`src/rtl/fetch_buffer_pkg.sv`:
```
// fetch_buffer_pkg: shared types and constants for the instruction fetch buffer.
package fetch_buffer_pkg;
  localparam logic [31:0] nop_instr = 32'h0000_0013;
  typedef struct packed {
    logic [31:0] addr;
    logic [31:0] data;
  } fetch_entry_type;
  typedef struct packed {
    logic        mem_ready;
    logic [31:0] mem_rdata;
    logic        redirect_valid;
    logic [31:0] redirect_addr;
    logic        out_ready;
  } fetch_buffer_in_type;
  typedef struct packed {
    logic        mem_valid;
    logic [31:0] mem_addr;
    logic        out_valid;
    logic [31:0] out_pc;
    logic [31:0] out_instr;
  } fetch_buffer_out_type;
  function automatic logic is_full_len(input logic [1:0] lo);
    return lo == 2'b11;
  endfunction
endpackage

```
`src/rtl/fetch_fifo.sv`:
```
// fetch_fifo: circular buffer of fetched words; pointers carry an extra wrap bit.
module fetch_fifo
  import fetch_buffer_pkg::*;
#(
  parameter int DEPTH = 4
) (
  input  logic                      clk,
  input  logic                      rst,
  input  logic                      flush_i,
  input  logic                      push_i,
  input  fetch_entry_type           entry_i,
  input  logic                      pop_i,
  output fetch_entry_type           head_o,
  output logic [31:0]               next_data_o,
  output logic [$clog2(DEPTH):0]    count_o
);
  localparam int AW = $clog2(DEPTH);
  fetch_entry_type mem_q [DEPTH];
  logic [AW:0] wr_q, rd_q;
  logic [AW-1:0] nxt_idx;
  logic full, do_push, do_pop;
  assign full = (wr_q[AW] != rd_q[AW]) && (wr_q[AW-1:0] == rd_q[AW-1:0]);
  assign count_o = wr_q - rd_q;
  assign do_pop = pop_i && count_o != '0;
  assign do_push = push_i && (!full || do_pop);
  assign nxt_idx = rd_q[AW-1:0] + AW'(1);
  assign head_o = mem_q[rd_q[AW-1:0]];
  assign next_data_o = mem_q[nxt_idx].data;
  always_ff @(posedge clk) begin
    if (rst || flush_i) begin
      wr_q <= '0;
      rd_q <= '0;
    end else begin
      wr_q <= wr_q + (AW+1)'(do_push);
      rd_q <= rd_q + (AW+1)'(do_pop);
    end
  end
  always_ff @(posedge clk) begin
    if (do_push) mem_q[wr_q[AW-1:0]] <= entry_i;
  end
endmodule

```
`src/rtl/fetch_buffer.sv`:
```
// fetch_buffer: sequential word fetcher, word FIFO and instruction aligner.
// Define FETCH_BUFFER_COMPRESSED_EN to decode 16-bit instructions at halfword granularity.
module fetch_buffer
  import fetch_buffer_pkg::*;
#(
  parameter int          DEPTH    = 4,
  parameter logic [31:0] RESET_PC = 32'h0
) (
  input  logic        clk,
  input  logic        rst,
  output logic        mem_valid,
  output logic [31:0] mem_addr,
  input  logic        mem_ready,
  input  logic [31:0] mem_rdata,
  input  logic        redirect_valid,
  input  logic [31:0] redirect_addr,
  output logic        out_valid,
  output logic [31:0] out_pc,
  output logic [31:0] out_instr,
  input  logic        out_ready
);
  localparam int CW = $clog2(DEPTH) + 1;
  fetch_buffer_in_type  fb_in;
  fetch_buffer_out_type fb_out;
  fetch_entry_type head, push_entry;
  logic [31:0] next_data, pc_q, pc_d, fetch_q, fetch_d, redir_pc, instr;
  logic [CW-1:0] count;
  logic outstanding_q, outstanding_d, discard_q, discard_d;
  logic push, pop, accept, word_ok, have_all, is32, ends_word, unused_bits;
  assign fb_in = '{mem_ready, mem_rdata, redirect_valid, redirect_addr, out_ready};
  assign {mem_valid, mem_addr, out_valid, out_pc, out_instr} = fb_out;
`ifdef FETCH_BUFFER_COMPRESSED_EN
  logic [15:0] lo;
  assign lo = pc_q[1] ? head.data[31:16] : head.data[15:0];
  assign is32 = is_full_len(lo[1:0]);
  assign instr = !is32 ? {16'h0, lo} : pc_q[1] ? {next_data[15:0], lo} : head.data;
  // an upper-half 32-bit instruction also needs the following word
  assign have_all = (is32 && pc_q[1]) ? count > CW'(1) : count != '0;
  assign ends_word = pc_q[1] || is32;
  assign redir_pc = {fb_in.redirect_addr[31:1], 1'b0};
`else
  assign is32 = 1'b1;
  assign instr = head.data;
  assign have_all = count != '0;
  assign ends_word = 1'b1;
  assign redir_pc = {fb_in.redirect_addr[31:2], 2'b00};
`endif
  assign unused_bits = ^{head.addr[1:0], next_data, fb_in.redirect_addr[1:0]};
  assign word_ok = head.addr[31:2] == pc_q[31:2];
  assign fb_out.out_valid = !rst && !fb_in.redirect_valid && have_all && word_ok;
  assign fb_out.out_pc = rst ? RESET_PC : pc_q;
  assign fb_out.out_instr = rst ? 32'h0 : instr;
  assign fb_out.mem_valid = !rst && !outstanding_q && !fb_in.redirect_valid && count < CW'(DEPTH);
  assign fb_out.mem_addr = fetch_q;
  assign accept = fb_out.out_valid && fb_in.out_ready;
  assign pop = accept && ends_word;
  // a response belongs to the word just behind the fetch address
  assign push = fb_in.mem_ready && !discard_q && !fb_in.redirect_valid;
  assign push_entry = '{addr: fetch_q - 32'd4, data: fb_in.mem_rdata};
  assign pc_d = fb_in.redirect_valid ? redir_pc : accept ? pc_q + (is32 ? 32'd4 : 32'd2) : pc_q;
  assign fetch_d = fb_in.redirect_valid ? {fb_in.redirect_addr[31:2], 2'b00}
                 : fb_out.mem_valid ? fetch_q + 32'd4 : fetch_q;
  assign outstanding_d = fb_out.mem_valid || (outstanding_q && !fb_in.mem_ready);
  assign discard_d = fb_in.redirect_valid ? outstanding_q && !fb_in.mem_ready
                   : discard_q && !fb_in.mem_ready;
  always_ff @(posedge clk) begin
    if (rst) begin
      pc_q <= RESET_PC;
      fetch_q <= {RESET_PC[31:2], 2'b00};
      outstanding_q <= 1'b0;
      discard_q <= 1'b0;
    end else begin
      pc_q <= pc_d;
      fetch_q <= fetch_d;
      outstanding_q <= outstanding_d;
      discard_q <= discard_d;
    end
  end
  fetch_fifo #(.DEPTH(DEPTH)) u_fifo (
    .clk(clk),
    .rst(rst),
    .flush_i(fb_in.redirect_valid),
    .push_i(push),
    .entry_i(push_entry),
    .pop_i(pop),
    .head_o(head),
    .next_data_o(next_data),
    .count_o(count)
  );
endmodule

```
`config.mk`:
```
export PLATFORM = sky130hd
export DESIGN_NAME = fetch_buffer
export DESIGN_NICKNAME = d
export VERILOG_FILES = /design/src/rtl/fetch_buffer_pkg.sv /design/src/rtl/fetch_fifo.sv /design/src/rtl/fetch_buffer.sv
export SDC_FILE = /design/constraint.sdc
export NUM_CORES = 1
export LEC_CHECK = 0
export CORE_MARGIN = 2
export CORE_UTILIZATION = 29
export CTS_CLUSTER_DIAMETER = 200
export DETAILED_ROUTE_END_ITERATION = 10
export PLACE_DENSITY_LB_ADDON = 0.08
export SYNTH_ARGS = -nofsm -noshare
export SYNTH_HDL_FRONTEND = slang
export SYNTH_SLANG_ARGS = --single-unit
```
`constraint.sdc`:
```
create_clock -name clk -period 9.9 [get_ports clk]
set_input_delay 1.98 -clock clk [delete_from_list [all_inputs] [get_ports clk]]
set_output_delay 1.98 -clock clk [all_outputs]
set_load 0.01 [all_outputs]
```
==> impl_metrics.yaml <==
cells_and_area:
  fin_util_pct: 36.81
  antenna_cells_inserted: 0
  areaGrowthSynthToFinish_pct: 25.80
  drive_gt1_share_pct: 13.25
  design.final.nets: 1196
routing:
  detail_route.drc_violations: 0
  detailedRoute.firstIterationViolations: 505
  drtPass1Iterations: 5
  detail_route.wl_per_cell_um: 22.17
  vias_per_cell: 4.825
  route.antenna.remaining_nets: 0
  routed-via-count: 8502
  detail_route.wirelength_um: 39070
synthesis:
  yosysWarningCount: 0
  synthDominantCellAreaShare_pct: 53.41
  synth-seq-cells: 316
  syn_inst: 962
  synth_top_cells_by_area: "edfxtp_1 53%, dfxtp_1 9.8%, mux4_2 9.4%, xor2_1 3.7%, xnor2_1 2.5%"
  post_synthesis_cell_area_um2: 13940
  synth.most_common_cell: "edfxtp_1"
  synth.top_cells.by_count: "248 x edfxtp_1, 68 x dfxtp_1, 59 x xor2_1, 58 x mux4_2, 44 x clkbuf_1"
  syn_avg_cell_area_um2: 14.49
  yosys_most_used_dff: "edfxtp_1"
  synth-edff-count: 248
  async_flop_share_pct: 0
  ys_types: 55
  synth_largest_area_cell: "edfxtp_1"
  seq_area_frac_synth_pct: 63.18
worst_setup_path:
  cell_count_of_the_worst_reg_to_reg_path: 12
  buffers_plus_inverters_on_the_worst_setup_path: 3
  arrival_ns: 4.71
  critical_path_required_ns: 7.92
  end_kind: "primary output"
  cp_max_fo: 36
  critPathMaxStageDelay_ns: 0.82
  critical_path_depth: 9
  cpLargestDelayFamily: "buffers and inverters"
  crit_slowest_cell: "dfxtp_4"
  timing.critical_path.cells: "buf_4 > mux4_2 > nor2b_1 > a311oi_1 > nand4_1 > a2111oi_4 > buf_4 > and2_1 > clkdlybuf4s50_1"
  worst_setup_path_start_kind: "flip-flop"
  timing.critical_path.mode_cell: "buf_4"
  path_class: "reg2out"
sta:
  fmax_ghz: 0.1494
  tightestPinTransition_ns: 1.037
  setup_total_negative_slack_ns: 0
  final_period_minus_worst_setup_slack_ns: 6.694
  timing.final.crit_share_pct: 67.61
  report.final.setup_viol: 0
  skew_ns: 0.01849
  report.final.slew_viol_count: 0
  grt_setup_unrepaired: "no"
  relSlewSlack_pct: 30.29
  hold_violations: 0
clocking:
  number_of_instances_resized_during_post_cts_repair: 0
  ctsHtreeMaxLevel: 2
  cts_hold_repair.buffers: 0
  cts-root-to-sink-buffers: 3
  clkSinkCount: 316
  cts.reportedPaths.clkPinSlew_ns: 0.05
  insertion_delay_ns: 0.55
  cts_tree: "built"
  cts_root_buffer: "clkbuf_16"
  cts_setup_buffers: 0
  cts_buffers: 39
floorplanning:
  die_w_um: 223.3
  die_area_um2: 49850
  die_y_um: 223.3
  ioPinCount: 167
  fp.coreArea_um2: 47650
  fp-row-count: 80
  start_util_pct: 29.26
grt:
  grt-ovfl-total: 0
  grt_antenna_before_repair: 0
  pin_count_of_the_biggest_net_entering_global_routing: 54
  grt_first_pass_wirelength_um: 58350
  all_layer_global_routing_usage_pct: 15.79
  grt_pass1_vias: 8873
placement:
  port_buffers: 160
  globalplace.congestion: 0.7545
  hpwl_after_detailed_placement_um: 25800
power:
  peakVddDrop_v: 0.00009626
  total_leakage_power_uw: 0.005785
  power_per_cell_area_nw_per_um2: 185.4
worst_hold_path:
  worstHoldPathCells: 2
  min-delay-path-class: "reg2reg"
status:
  outcome: "complete, no violations"
run:
  timing.max_cap.violations: 0
[per-stage QoR]
step                setup WS (ns)  hold WS (ns)  instances  area [um^2]  total power [uW]
global placement            3.356        0.4733       1692        16210              1784
finish                      3.206        0.4690       1762        17540              3251
detailed placement          3.337        0.4699       1692        16210              1785
CTS                         3.021        0.4785       1762        17540              3310
floorplan                   1.550        0.4348        965        13950              1653
global route                2.869        0.5173       1762        17540              3372
[final cells by class]
class,instances,area [um^2]
Fill cell,4611,30110
Sequential cell,316,8816
Multi-Input combinational cell,568,4816
Timing Repair Buffer,179,1752
Clock buffer,51,1041
Tap cell,615,769.5
Clock inverter,19,292.8
Inverter,14,52.55
[final timing paths]
path | startpoint | endpoint | slack (ns)
max | u_fifo.rd_q[0] | out_valid | 3.21
min | outstanding_q | outstanding_q | 0.47
max reg2reg | u_fifo.rd_q[0] | u_fifo.mem_q[2][16] | 4.27
min reg2reg | outstanding_q | outstanding_q | 0.47
[layout by cell type (no fill, tap or decap), types with 9 or more instances in the layout]
cell / n
edfxtp_1: 248
nand4_1: 29
dfxtp_1: 66
mux4_2: 58
a211oi_1: 9
and4_1: 11
xor2_1: 59
clkdlybuf4s50_1: 159
nand2_1: 33
nor3_1: 25
and3_1: 22
clkbuf_1: 10
ha_1: 9
a21oi_1: 16
and2_1: 43
mux2i_1: 9
nor2_1: 29
inv_1: 12
nor2b_1: 32
o21a_1: 22
nand3_1: 25
a21boi_0: 21
xnor2_1: 40
clkbuf_16: 39
o21ai_0: 13
buf_4: 18
[cells by family (layout without fill, tap and decap cells)]
kind of cell / after synthesis / after routing / share of synthesized area, %
multiplexers: 69 / 69 / 10.18
buffers and inverters: 81 / 263 / 2.585
other: 1 / 4 / 0.02690
AND/OR/NAND/NOR: 284 / 284 / 11.66
AO/OA/AOI/OAI: 103 / 103 / 5.349
flip-flops: 316 / 316 / 63.18
XOR/XNOR: 99 / 99 / 6.219
adder cells (fa/ha/maj): 9 / 9 / 0.8077
[state kept, by name (all words and copies together) (netlist names)]
signal	flops
u_fifo.mem_q	248
u_fifo.rd_q	3
discard_q	1
pc_q	30
u_fifo.wr_q	3
outstanding_q	1
mem_addr	30
[worst reg2reg max path: cells and delay by family (launching register included)]
kind / cells / cell delay, ns
AOI/OAI and AO/OA: 3 / 0.78
buffers and inverters: 4 / 2.04
DFF: 1 / 0.82
muxes: 1 / 0.67
and+or+nand+nor: 4 / 0.91
[power by group]
part | internal, uW | switching [uW]
registers | 1480 | 48.7
clock network | 947 | 551
logic | 115 | 115
total | 2540 | 714
[metal layers]
layer  up-vias  global-route usage [%]  routed length, um
met2       188                   26.19              18600
met1      4293                   21.40              18130
met4         0                   4.516                725
met3        48                   2.594               1612
met5         -                       0                  0
li1       3973                       -                  -
No activity file was read; power rests on OpenSTA's default activity.
